`config.mk`:
```
export PLATFORM = sky130hd
export DESIGN_NAME = muxn_scan
export DESIGN_NICKNAME = d
export VERILOG_FILES = /design/src/rtl/muxn_scan.sv
export SDC_FILE = /design/constraint.sdc
export NUM_CORES = 1
export LEC_CHECK = 0
export CORE_ASPECT_RATIO = 1.5
export CORE_MARGIN = 1.5
export CORE_UTILIZATION = 34
export DETAILED_ROUTE_END_ITERATION = 8
export GPL_ROUTABILITY_DRIVEN = 1
export PLACE_DENSITY = 0.78
export SETUP_SLACK_MARGIN = 0.02
export SLEW_MARGIN = 20
export SYNTH_ARGS = -nofsm -noshare
export SYNTH_HDL_FRONTEND = slang
export SYNTH_SLANG_ARGS = --single-unit
```
`constraint.sdc`:
```
create_clock -name clk -period 2.39 [get_ports clk]
set_input_delay 0.239 -clock clk [delete_from_list [all_inputs] [get_ports clk]]
set_output_delay 0.239 -clock clk [all_outputs]
set_load 0.005 [all_outputs]
```
`src/rtl/muxn_scan.sv`:
```
// N-channel registered multiplexer with valid/ready output, manual select or auto-scan.
// Optional channel mask enabled by defining MUXN_SCAN_MASK_EN (adds ch_mask input).
module muxn_scan #(
    parameter int N       = 8,
    parameter int W       = 8,
    parameter int DWELL_W = 4,
    localparam int SW     = $clog2(N)
) (
    input  logic               clk,
    input  logic               rst,
    input  logic [N*W-1:0]     in_data,
    input  logic               en,
    input  logic               mode,
    input  logic [SW-1:0]      sel,
    input  logic [DWELL_W-1:0] dwell,
`ifdef MUXN_SCAN_MASK_EN
    input  logic [N-1:0]       ch_mask,
`endif
    output logic [W-1:0]       out_data,
    output logic [SW-1:0]      out_ch,
    output logic               out_err,
    output logic               out_valid,
    input  logic               out_ready
);

    logic [N-1:0]       mask_eff;
    logic [SW-1:0]      ptr;
    logic [DWELL_W-1:0] dwell_cnt;
    logic               mode_q;

    logic               mode_chg;
    logic               scan_dead;
    logic               stall;
    logic               load;
    logic [SW-1:0]      cur_ch;
    logic [DWELL_W-1:0] base_cnt;
    logic [SW-1:0]      nxt_ptr;
    logic [DWELL_W-1:0] nxt_cnt;
    logic [W-1:0]       smp_data;
    logic [SW-1:0]      smp_ch;
    logic               smp_err;
    int                 sel_idx;

`ifdef MUXN_SCAN_MASK_EN
    assign mask_eff = ch_mask;
`else
    assign mask_eff = '1;
`endif

    // First enabled channel at or after 'start', wrapping; lowest offset wins.
    function automatic logic [SW-1:0] first_enabled(input int start, input logic [N-1:0] m);
        int idx;
        first_enabled = SW'(start);
        for (int k = N - 1; k >= 0; k--) begin
            idx = start + k;
            if (idx >= N) idx = idx - N;
            if (m[idx]) first_enabled = SW'(idx);
        end
    endfunction

    function automatic logic [SW-1:0] next_after(input logic [SW-1:0] c, input logic [N-1:0] m);
        int start;
        start = (int'(c) == N - 1) ? 0 : int'(c) + 1;
        next_after = first_enabled(start, m);
    endfunction

    assign mode_chg  = mode != mode_q;
    assign scan_dead = mode & ~(|mask_eff);
    assign stall     = out_valid & ~out_ready;
    assign load      = en & (~out_valid | out_ready) & ~scan_dead;

    // NOTE: every signal gets a default at the top so no path leaves it unassigned (no latches).
    always_comb begin
        base_cnt = mode_chg ? '0 : dwell_cnt;
        cur_ch   = ptr;
        smp_data = '0;
        smp_ch   = ptr;
        smp_err  = 1'b0;
        nxt_ptr  = ptr;
        nxt_cnt  = '0;
        sel_idx  = int'(sel);
        if (mode) begin
            // A masked pointer jumps forward and restarts its dwell before sampling.
            cur_ch = first_enabled(int'(ptr), mask_eff);
            if (cur_ch != ptr) base_cnt = '0;
            smp_ch   = cur_ch;
            smp_data = in_data[int'(cur_ch)*W +: W];
            if (base_cnt >= dwell) begin
                nxt_cnt = '0;
                nxt_ptr = next_after(cur_ch, mask_eff);
            end else begin
                nxt_cnt = base_cnt + DWELL_W'(1);
                nxt_ptr = cur_ch;
            end
        end else begin
            smp_ch = sel;
            if (sel_idx < N && mask_eff[sel_idx]) begin
                smp_data = in_data[sel_idx*W +: W];
            end else begin
                smp_err = 1'b1;
            end
        end
    end

    // NOTE: state registers use non-blocking assignments so all flops update together at the edge.
    always_ff @(posedge clk or posedge rst) begin
        if (rst) begin
            out_data  <= '0;
            out_ch    <= '0;
            out_err   <= 1'b0;
            out_valid <= 1'b0;
            ptr       <= '0;
            dwell_cnt <= '0;
            mode_q    <= 1'b0;
        end else begin
            // Mode history only advances outside a stall so a frozen cycle stays fully frozen.
            if (!stall) mode_q <= mode;
            if (load) begin
                out_valid <= 1'b1;
                out_data  <= smp_data;
                out_ch    <= smp_ch;
                out_err   <= smp_err;
                ptr       <= nxt_ptr;
                dwell_cnt <= nxt_cnt;
            end else if (!stall) begin
                out_valid <= 1'b0;
                if (mode_chg) dwell_cnt <= '0;
            end
        end
    end

endmodule

```
==> results of run 1 <==
==> logic make-up (layout without fill, tap and decap cells) <==
kind of cell | after synthesis | in the layout | synth area share
muxes | 23 | 23 | 0.293
xor gates and xnor gates | 3 | 3 | 0.0176
buffers and inverters | 11 | 108 | 0.0410
DFF | 20 | 20 | 0.334
adders and majority gates | 6 | 6 | 0.0502
other | 1 | 1 | 0.00251
and+or+nand+nor | 50 | 50 | 0.159
AOI/OAI and AO/OA | 21 | 21 | 0.103
==> timing repair <==
action	in CTS	in global routing
gates cloned	0	0
pin swaps	5	4
hold buffers	0	0
hold endpoints to repair	0	0
endpoints found under the setup margin	7	7
setup buffers	1	1
gates resized for setup	6	2
==> Yosys cell counts (2+ instances only) <==
library cell | number | area [µm²]
mux2_2 | 3 | 33.8
nand2b_1 | 3 | 18.8
nand2_1 | 28 | 105
mux4_2 | 16 | 360
ha_1 | 6 | 75.1
inv_1 | 4 | 15.0
clkbuf_1 | 3 | 11.3
nor2b_1 | 6 | 37.5
buf_6 | 2 | 22.5
and2_2 | 2 | 15.0
xnor2_1 | 2 | 17.5
mux2i_1 | 3 | 30.0
nor2_1 | 5 | 18.8
a22oi_1 | 8 | 60.1
dfrtp_1 | 20 | 500
a21oi_1 | 3 | 15.0
o21ai_0 | 5 | 25.0
==> how the worst min path moves through the flow <==
stage | end | slack [ps] | depth (start not counted)
global placement | out_data[4] | 450 | 2
CTS | out_data[0] | 430 | 2
detailed placement | out_data[5] | 460 | 2
finish | out_data[0] | 400 | 2
global route | out_data[0] | 480 | 2
floorplan | dwell_cnt[0] | 200 | 1
==> power by group <==
group	internal, mW	leakage, nW	switching (mW)
logic	0.466	0.822	0.257
registers	0.410	0.252	0.0506
clock network	0.224	0.0357	0.121
==> registers in the layout, summed over array words and instances, names as in the netlist <==
| register | count |
|---|---|
| out_data | 8 |
| dwell_cnt | 4 |
| out_ch | 3 |
| ptr | 3 |
| mode_q | 1 |
| out_valid | 1 |
==> area by class of cell <==
class / count / area, µm² / area share
Clock buffer: 3 / 41.3 / 0.0159
Multi-Input combinational cell: 104 / 978 / 0.376
Inverter: 4 / 15.0 / 0.00577
Sequential cell: 20 / 500 / 0.192
Timing Repair Buffer: 100 / 980 / 0.376
Tap cell: 46 / 57.6 / 0.0221
Clock inverter: 1 / 30.0 / 0.0115
==> layer usage <==
layer,up-vias,share of wire,track usage
li1,694,-,-
met1,715,0.33,0.206
met2,69,0.58,0.352
met3,12,0.057,0.0370
met4,0,0.030,0.0782
met5,-,0,0
==> impl_metrics.env, run 1 <==
export IMPL_outcome="finished, final reports clean"
export IMPL_leakage_nw=1.11
export IMPL_final_cell_mix="clkdlybuf4s50_1 (86), nand2_1 (28), dfrtp_1 (20)"
export IMPL_finClkSkew_ps=1.91
export IMPL_rsz0062_at_grt="yes"
export IMPL_numCtsBuffers=3
export IMPL_grt_pass1_wl_um=7090
export IMPL_detail_route_vias_per_cell=5.36
export IMPL_critical_path_startpoint="mode_q"
export IMPL_nets=315
export IMPL_gr_usage_all_layers=0.191
export IMPL_grt_overflow_total=0
export IMPL_syn_area_mm2=0.00150
export IMPL_setup_slack_ps=15.8
export IMPL_grt_pass1_vias=1559
export IMPL_fin_setup_tns_ps=0
export IMPL_r2r_end="dwell_cnt[3]"
export IMPL_synth_nets=217
export IMPL_cp_buffers_inverters=0
export IMPL_cp_end_kind="register"
export IMPL_cp_start_kind="register"
export IMPL_ys_types=33
export IMPL_seq_area_frac_synth=0.334
export IMPL_synth_edff_count=0
export IMPL_place_area_mm2=0.00248
export IMPL_post_route_min_period_ps=2370
export IMPL_async_flop_share=1.00
export IMPL_path_delay_family="compound AO/OA/AOI/OAI gates"
export IMPL_port_buffers=87
export IMPL_fin_crit_sh=0.993
export IMPL_max_slew_margin=0.500
export IMPL_gp_congestion=0.762
export IMPL_area_delta_synth_final_pct=73.9
export IMPL_yosysWarnings=0
export IMPL_worst_path_stages=8
export IMPL_wl_per_cell_um=15.8
export IMPL_drive_gt1_frac=0.203
export IMPL_dr_pass1_iters=4
export IMPL_htreeDepth=1
export IMPL_r2r_slack_ps=20
export IMPL_synth_seq_cells=20
export IMPL_diodes=0
export IMPL_hold_violations=0
export IMPL_syn_inst=135
export IMPL_cp_max_fo=4
export IMPL_slowest_stage="dfrtp_1"
export IMPL_antenna_found_initial=0
export IMPL_peakVddDrop_mv=0.508
export IMPL_synth_top_flop_cell="dfrtp_1"
export IMPL_path_cells="xnor2_2, and2_4, ha_4, nor2b_1, a221o_1, a221oi_4, nand4_1, o31ai_2"
export IMPL_dp_slack_ps=-394
export IMPL_path_clk_slew_ps=80
export IMPL_worst_hold_slack_ps=401
export IMPL_setup_viol=0
export IMPL_timing_fmax_mhz=421
export IMPL_power_density_mw_per_mm2=587
export IMPL_dieWidth_um=57.2
export IMPL_fp_coreArea_mm2=0.00425
export IMPL_vias=1490
export IMPL_worst_pin_slew_ps=749
export IMPL_placed_cells=272
export IMPL_cp_arrival_ps=2550
export IMPL_crit_type="reg -> reg"
export IMPL_cts_tree="built"
export IMPL_ant_nets=0
export IMPL_drc=0
export IMPL_clk_path_buf_depth=2
export IMPL_stdcell_area_mm2=0.00260
export IMPL_fin_util=0.613
export IMPL_slowest_delay_ps=410
export IMPL_die_area_mm2=0.00482
export IMPL_totalWireLength_um=4400
export IMPL_dp_hpwl_um=3570
export IMPL_io_pins=89
export IMPL_grt_max_degree=21
export IMPL_cts_sinks=20
export IMPL_syn_area_per_cell_um2=11.1
export IMPL_reg2regPathDepth=8
export IMPL_final_common_cell="clkdlybuf4s50_1"
export IMPL_initial_core_util=0.352
export IMPL_fp_dieH_um=84.3
export IMPL_fill_cells=348
export IMPL_cap_violations=0
export IMPL_dr_first_iter_drc_count=25
export IMPL_cts_root_buf="clkbuf_8"
export IMPL_placementRows=29
export IMPL_hp_class="in -> async"
export IMPL_reg2reg_from="mode_q"
export IMPL_worstPathRequired_ps=2560
export IMPL_critPathCapture="dwell_cnt[3]"
export IMPL_stdcell_count=278
export IMPL_finalPower_mw=1.53
export IMPL_final_max_slew_violation_count=0
export IMPL_clock_latency_ps=260
No activity file was read; power rests on OpenSTA's default activity.
==> run 2: changes to the inputs <==
Settings changed: RECOVER_POWER set to 50.
==> run 2 against run 1 <==
  * Total power hardly changed
  * Setup slack stayed put
  * Utilization stayed put
  * Critical endpoint unchanged
  * Combinational power hardly changed
  * Fmax stayed put
  * Global-route usage stayed put
  * Sequential power hardly changed
  * Register-to-register slack hardly changed
  * Sequential cell count stayed put
  * First-iteration DRC count stayed put
==> impl_metrics.env, run 2 (synthesis gave the netlist of run 1 again) <==
export IMPL_dr_pass1_iters=4
export IMPL_gp_congestion=0.762
export IMPL_die_area_mm2=0.00482
export IMPL_grt_max_degree=21
export IMPL_dp_hpwl_um=3570
export IMPL_nets=315
export IMPL_dp_slack_ps=-394
export IMPL_fill_cells=348
export IMPL_rsz0062_at_grt="yes"
export IMPL_gr_usage_met2=0.352
export IMPL_fp_coreArea_mm2=0.00425
export IMPL_largest_reg_flops=8
export IMPL_path_delay_family="compound AO/OA/AOI/OAI gates"
export IMPL_cts_sinks=20
export IMPL_detail_route_vias_per_cell=5.36
export IMPL_r2r_slack_ps=20
export IMPL_leakage_nw=1.11
export IMPL_power_share_clock=0.226
export IMPL_vias=1490
export IMPL_port_buffers=87
export IMPL_worst_pin_slew_ps=749
export IMPL_clock_latency_ps=260
export IMPL_diodes=0
export IMPL_stdcell_area_mm2=0.00260
export IMPL_max_slew_margin=0.500
export IMPL_cp_end_kind="register"
export IMPL_dieWidth_um=57.2
export IMPL_largestRegisters="out_data x8, dwell_cnt x4"
export IMPL_placementRows=29
export IMPL_final_common_cell="clkdlybuf4s50_1"
export IMPL_multi_input_area_um2=978
export IMPL_hp_class="reg -> reg"
export IMPL_critical_path_startpoint="mode_q"
export IMPL_path_cells="xnor2_2, and2_4, ha_4, nor2b_1, a221o_1, a221oi_4, nand4_1, o31ai_2"
export IMPL_peakVddDrop_mv=0.508
export IMPL_gr_usage_all_layers=0.191
export IMPL_place_area_mm2=0.00248
export IMPL_grt_pass1_vias=1559
export IMPL_r2r_end="dwell_cnt[3]"
export IMPL_setup_slack_ps=15.8
export IMPL_setup_viol=0
export IMPL_reg2reg_from="mode_q"
export IMPL_fin_crit_sh=0.993
export IMPL_io_pins=89
export IMPL_ant_nets=0
export IMPL_wl_per_cell_um=15.8
export IMPL_clk_path_buf_depth=2
export IMPL_critPathCapture="dwell_cnt[3]"
export IMPL_slowest_delay_ps=410
export IMPL_reg2regPathDepth=8
export IMPL_power_density_mw_per_mm2=587
export IMPL_initial_core_util=0.352
export IMPL_cts_hold_buf=0
export IMPL_cp_max_fo=4
export IMPL_globalRouteMet3Util=0.0370
export IMPL_cp_arrival_ps=2550
export IMPL_slowest_stage="dfrtp_1"
export IMPL_totalWireLength_um=4400
export IMPL_fin_setup_tns_ps=0
export IMPL_switching_power_mw=0.429
export IMPL_final_cell_mix="clkdlybuf4s50_1 (85), nand2_1 (28), dfrtp_1 (20)"
export IMPL_drive_gt1_frac=0.203
export IMPL_finClkSkew_ps=1.91
export IMPL_numCtsBuffers=3
export IMPL_crit_type="reg -> reg"
export IMPL_fp_dieH_um=84.3
export IMPL_register_area_um2=500
export IMPL_antenna_found_initial=0
export IMPL_internal_power_mw=1.10
export IMPL_p_comb_frac=0.473
export IMPL_grt_overflow_total=0
export IMPL_cp_buffers_inverters=0
export IMPL_timing_fmax_mhz=421
export IMPL_use_met1=0.206
export IMPL_worstPathRequired_ps=2560
export IMPL_swShare=0.281
export IMPL_path_clk_slew_ps=80
export IMPL_cap_violations=0
export IMPL_hold_violations=0
export IMPL_area_delta_synth_final_pct=73.9
export IMPL_htreeDepth=1
export IMPL_busiest_layer="met2"
export IMPL_cts_root_buf="clkbuf_8"
export IMPL_drc=0
export IMPL_dr_first_iter_drc_count=25
export IMPL_grt_pass1_wl_um=7090
export IMPL_worst_path_stages=8
export IMPL_largest_register="out_data"
export IMPL_final_max_slew_violation_count=0
export IMPL_post_route_min_period_ps=2370
export IMPL_cp_start_kind="register"
export IMPL_power_frac_seq=0.301
export IMPL_cts_tree="built"
export IMPL_outcome="finished, final reports clean"
==> run 2: cell types whose count changed in the layout (fill, tap and decap cells not counted), sizes merged <==
| cell | delta |
|---|---|
| clkdlybuf4s50 | -1 |
| dlygate4sd3 | +1 |
==> run 2: how the worst min path moves through the flow <==
stage           startpoint      endpoint  slack, ps  depth (start not counted)
3_3_place_gp   out_data[4]   out_data[4]        450                          2
3_5_place_dp   out_data[5]   out_data[5]        460                          2
4_1_cts                rst   out_data[0]        430                          2
6_report       out_data[6]   out_data[6]        470                          2
5_1_grt        out_data[1]   out_data[1]        500                          2
2_1_floorplan          rst  dwell_cnt[0]        200                          1
==> run 2: repair_timing <==
| action | 4_1_cts | 5_1_grt |
|---|---|---|
| setup buffers | 1 | 1 |
| cloned | 0 | 0 |
| gates resized for setup | 6 | 2 |
| pin swaps | 5 | 4 |
| endpoints found under the setup margin | 7 | 7 |
==> run 2: cell type report <==
class                           instances  area share
Clock buffer                            3      0.0159
Clock inverter                          1      0.0115
Inverter                                4     0.00577
Multi-Input combinational cell        104       0.376
Sequential cell                        20       0.192
Tap cell                               46      0.0221
Timing Repair Buffer                  100       0.376
==> run 2: power by group through the flow <==
stage / Sequential, mW / Clock (mW) / Combinational [mW]
floorplan: 0.463 / 0 / 0.374
global placement: 0.462 / 0 / 0.697
detailed placement: 0.466 / 0 / 0.710
CTS: 0.460 / 0.345 / 0.721
global route: 0.471 / 0.367 / 0.788
finish: 0.460 / 0.345 / 0.723
==> run 2: worst register-to-register path, cell delays in order, from the launching register on <==
cell	delay, ps
dfrtp_1	410
xnor2_2	180
and2_4	190
ha_4	200
nor2b_1	130
a221o_1	360
a221oi_4	350
nand4_1	240
o31ai_2	250
==> run 2: metrics by stage <==
step                      utilization  power (mW)  std cells  hold WS, ps
final                           0.613        1.53        278          470
after CTS                       0.609        1.53        277          428
after floorplan                     -       0.836        135          203
after global routing            0.613        1.63        278          495
after global placement          0.584        1.16        272          449
after detailed placement        0.584        1.18        272          456
==> run 2: metal layers <==
metal,part of all wire,wire [µm],vias to the layer above
met5,0,0,-
met4,0.030,133,0
li1,-,-,694
met1,0.33,1460,715
met2,0.58,2570,69
met3,0.057,249,12
==> run 3: changes to the inputs <==
Settings changed: ABC_AREA set to 1, CAP_MARGIN set to 20, CORE_UTILIZATION 34 to 36.
==> run 3 against run 2 <==
  * Cell area grew 1.4%
  * Setup slack gained 280 ps
  * Hold slack gained 21 ps
  * Global-route usage grew 1.8 points
  * First-iteration DRC count grew to 5.7 times the previous value
  * Non-clock buffer count shrank 9
  * Utilization shrank 3.2 points
  * Clock skew grew 1.3 ps
  * Total power grew 1.9%
  * Via count grew 35%
  * Fmax grew 14%
  * Count of clock-buffer cells in the layout grew 1
  * Highest routed layer unchanged
==> impl_metrics.env, run 3 <==
export IMPL_outcome="finished, final reports clean"
export IMPL_synth_edff_count=0
export IMPL_antenna_found_initial=0
export IMPL_drc=0
export IMPL_reg2regPathDepth=14
export IMPL_cp_start_kind="input port"
export IMPL_dr_first_iter_drc_count=143
export IMPL_stdcell_area_mm2=0.00264
export IMPL_synth_top_flop_cell="dfrtp_1"
export IMPL_synth_top_cells_by_count="nand2_1 (93), nand3_1 (40), nor2_1 (32)"
export IMPL_initial_core_util=0.374
export IMPL_grt_overflow_total=0
export IMPL_grt_max_degree=29
export IMPL_worst_pin_slew_ps=715
export IMPL_peakVddDrop_mv=0.266
export IMPL_topRoutingLayerUsed="met4"
export IMPL_worst_hold_slack_ps=492
export IMPL_syn_area_per_cell_um2=6.20
export IMPL_path_clk_slew_ps=70
export IMPL_timing_fmax_mhz=478
export IMPL_fp_coreArea_mm2=0.00454
export IMPL_synth_area_top_cells="dfrtp_1 (29%), nand2_1 (21%), nand3_1 (12%)"
export IMPL_synth_seq_cells=20
export IMPL_cap_violations=0
export IMPL_clk_path_buf_depth=2
export IMPL_hp_class="reg -> reg"
export IMPL_leakage_nw=1.28
export IMPL_port_buffers=87
export IMPL_fin_setup_tns_ps=0
export IMPL_placementRows=30
export IMPL_cp_end_kind="register"
export IMPL_gp_congestion=0.824
export IMPL_cts_hold_buf=0
export IMPL_cp_arrival_ps=2290
export IMPL_fin_crit_sh=0.875
export IMPL_dr_pass1_iters=4
export IMPL_rsz0062_at_grt="no"
export IMPL_largestRegisters="out_data x8, dwell_cnt x4"
export IMPL_syn_area_mm2=0.00170
export IMPL_vias=2016
export IMPL_async_flop_share=1.00
export IMPL_nets=441
export IMPL_wl_per_cell_um=12.5
export IMPL_worstPathRequired_ps=2590
export IMPL_io_pins=89
export IMPL_dp_hpwl_um=4300
export IMPL_wl_met2_um=2490
export IMPL_cts_tree="built"
export IMPL_yosysWarnings=0
export IMPL_cp_max_fo=8
export IMPL_dieWidth_um=59.1
export IMPL_crit_type="in -> reg"
export IMPL_holdPathStages=2
export IMPL_grt_pass1_wl_um=8180
export IMPL_totalWireLength_um=5270
export IMPL_hold_violations=0
export IMPL_yosysTopAreaCell="dfrtp_1"
export IMPL_cts_setup_buffers=0
export IMPL_synth_nets=356
export IMPL_final_max_slew_violation_count=0
export IMPL_synth_top_area_frac=0.295
export IMPL_htreeDepth=1
export IMPL_wl_met1_um=2180
export IMPL_numCtsBuffers=3
export IMPL_drive_gt1_frac=0.0503
export IMPL_met3_wirelength_um=518
export IMPL_area_delta_synth_final_pct=55.5
export IMPL_grt_pass1_vias=1811
export IMPL_seq_area_frac_synth=0.295
export IMPL_place_area_mm2=0.00258
export IMPL_ant_nets=0
export IMPL_ys_types=26
export IMPL_final_cell_mix="nand2_1 (93), clkdlybuf4s50_1 (82), nand3_1 (40)"
export IMPL_finClkSkew_ps=3.22
export IMPL_die_area_mm2=0.00515
export IMPL_syn_inst=274
export IMPL_post_route_min_period_ps=2090
export IMPL_power_density_mw_per_mm2=590
export IMPL_setup_viol=0
export IMPL_largest_reg_flops=8
export IMPL_clock_latency_ps=260
export IMPL_cts_sinks=20
export IMPL_synth_most_common_cell="nand2_1"
export IMPL_cts_root_buf="clkbuf_8"
export IMPL_fp_dieH_um=87.1
export IMPL_gr_usage_all_layers=0.208
export IMPL_final_common_cell="nand2_1"
export IMPL_cts_resized=0
export IMPL_max_slew_margin=0.523
export IMPL_largest_register="out_data"
export IMPL_finalPower_mw=1.56
export IMPL_diodes=0
export IMPL_detail_route_vias_per_cell=4.78
-- run 3: worst max-delay path, stage by stage --
cell	delay, ps
clkdlybuf4s50_1	600
nand2_1	100
nand2_2	150
nand2_1	110
ha_1	290
inv_1	50
nand2_1	40
a21oi_1	130
nand2_1	80
nand3_2	110
nand2_1	120
nand2_1	120
nand2_1	70
nand2_1	60
-- run 3: routing by layer --
layer / global-route usage / vias up
met5: 0 / -
met4: 0.0930 / 0
met3: 0.0461 / 4
met2: 0.372 / 81
met1: 0.229 / 896
li1: - / 1035
-- run 3: final timing paths --
check / slack [ps] / startpoint / endpoint
max in group asynchronous: 1410 / rst / out_data[5]
setup / recovery: 300 / mode / ptr[1]
hold reg to reg: 490 / out_data[5] / out_data[5]
setup reg to reg: 490 / mode_q / ptr[1]
hold / removal: 490 / out_data[5] / out_data[5]
min in group asynchronous: 540 / rst / out_ch[0]
-- run 3: logic make-up (layout without fill, tap and decap cells) --
family | after synthesis | in the layout | share of synthesized area
AND/OR/NAND/NOR | 176 | 176 | 0.440
buffers and inverters | 41 | 125 | 0.122
AO/OA/AOI/OAI | 29 | 29 | 0.0914
flip-flops | 20 | 20 | 0.295
adder cells (fa/ha/maj) | 6 | 6 | 0.0442
other | 1 | 1 | 0.00221
multiplexers | 1 | 1 | 0.00590
-- run 3: per-stage QoR --
step	std cells	util	setup WS [ps]
floorplan	274	-	780
global placement	418	0.569	184
detailed placement	418	0.569	42.3
CTS	422	0.581	310
global route	422	0.581	39.9
finish	422	0.581	300
-- run 3: report_power, final --
group | total, mW | switching (mW) | internal [mW]
registers | 0.501 | 0.0660 | 0.435
clock network | 0.254 | 0.107 | 0.147
logic | 0.803 | 0.406 | 0.397
-- run 3: final cells by class --
type,count,area (µm²)
clock buffer,4,55.1
timing repair buffer,91,901
multi-input combinational,213,991
tap,64,80.1
inverter,30,113
fill,438,1900
sequential,20,500
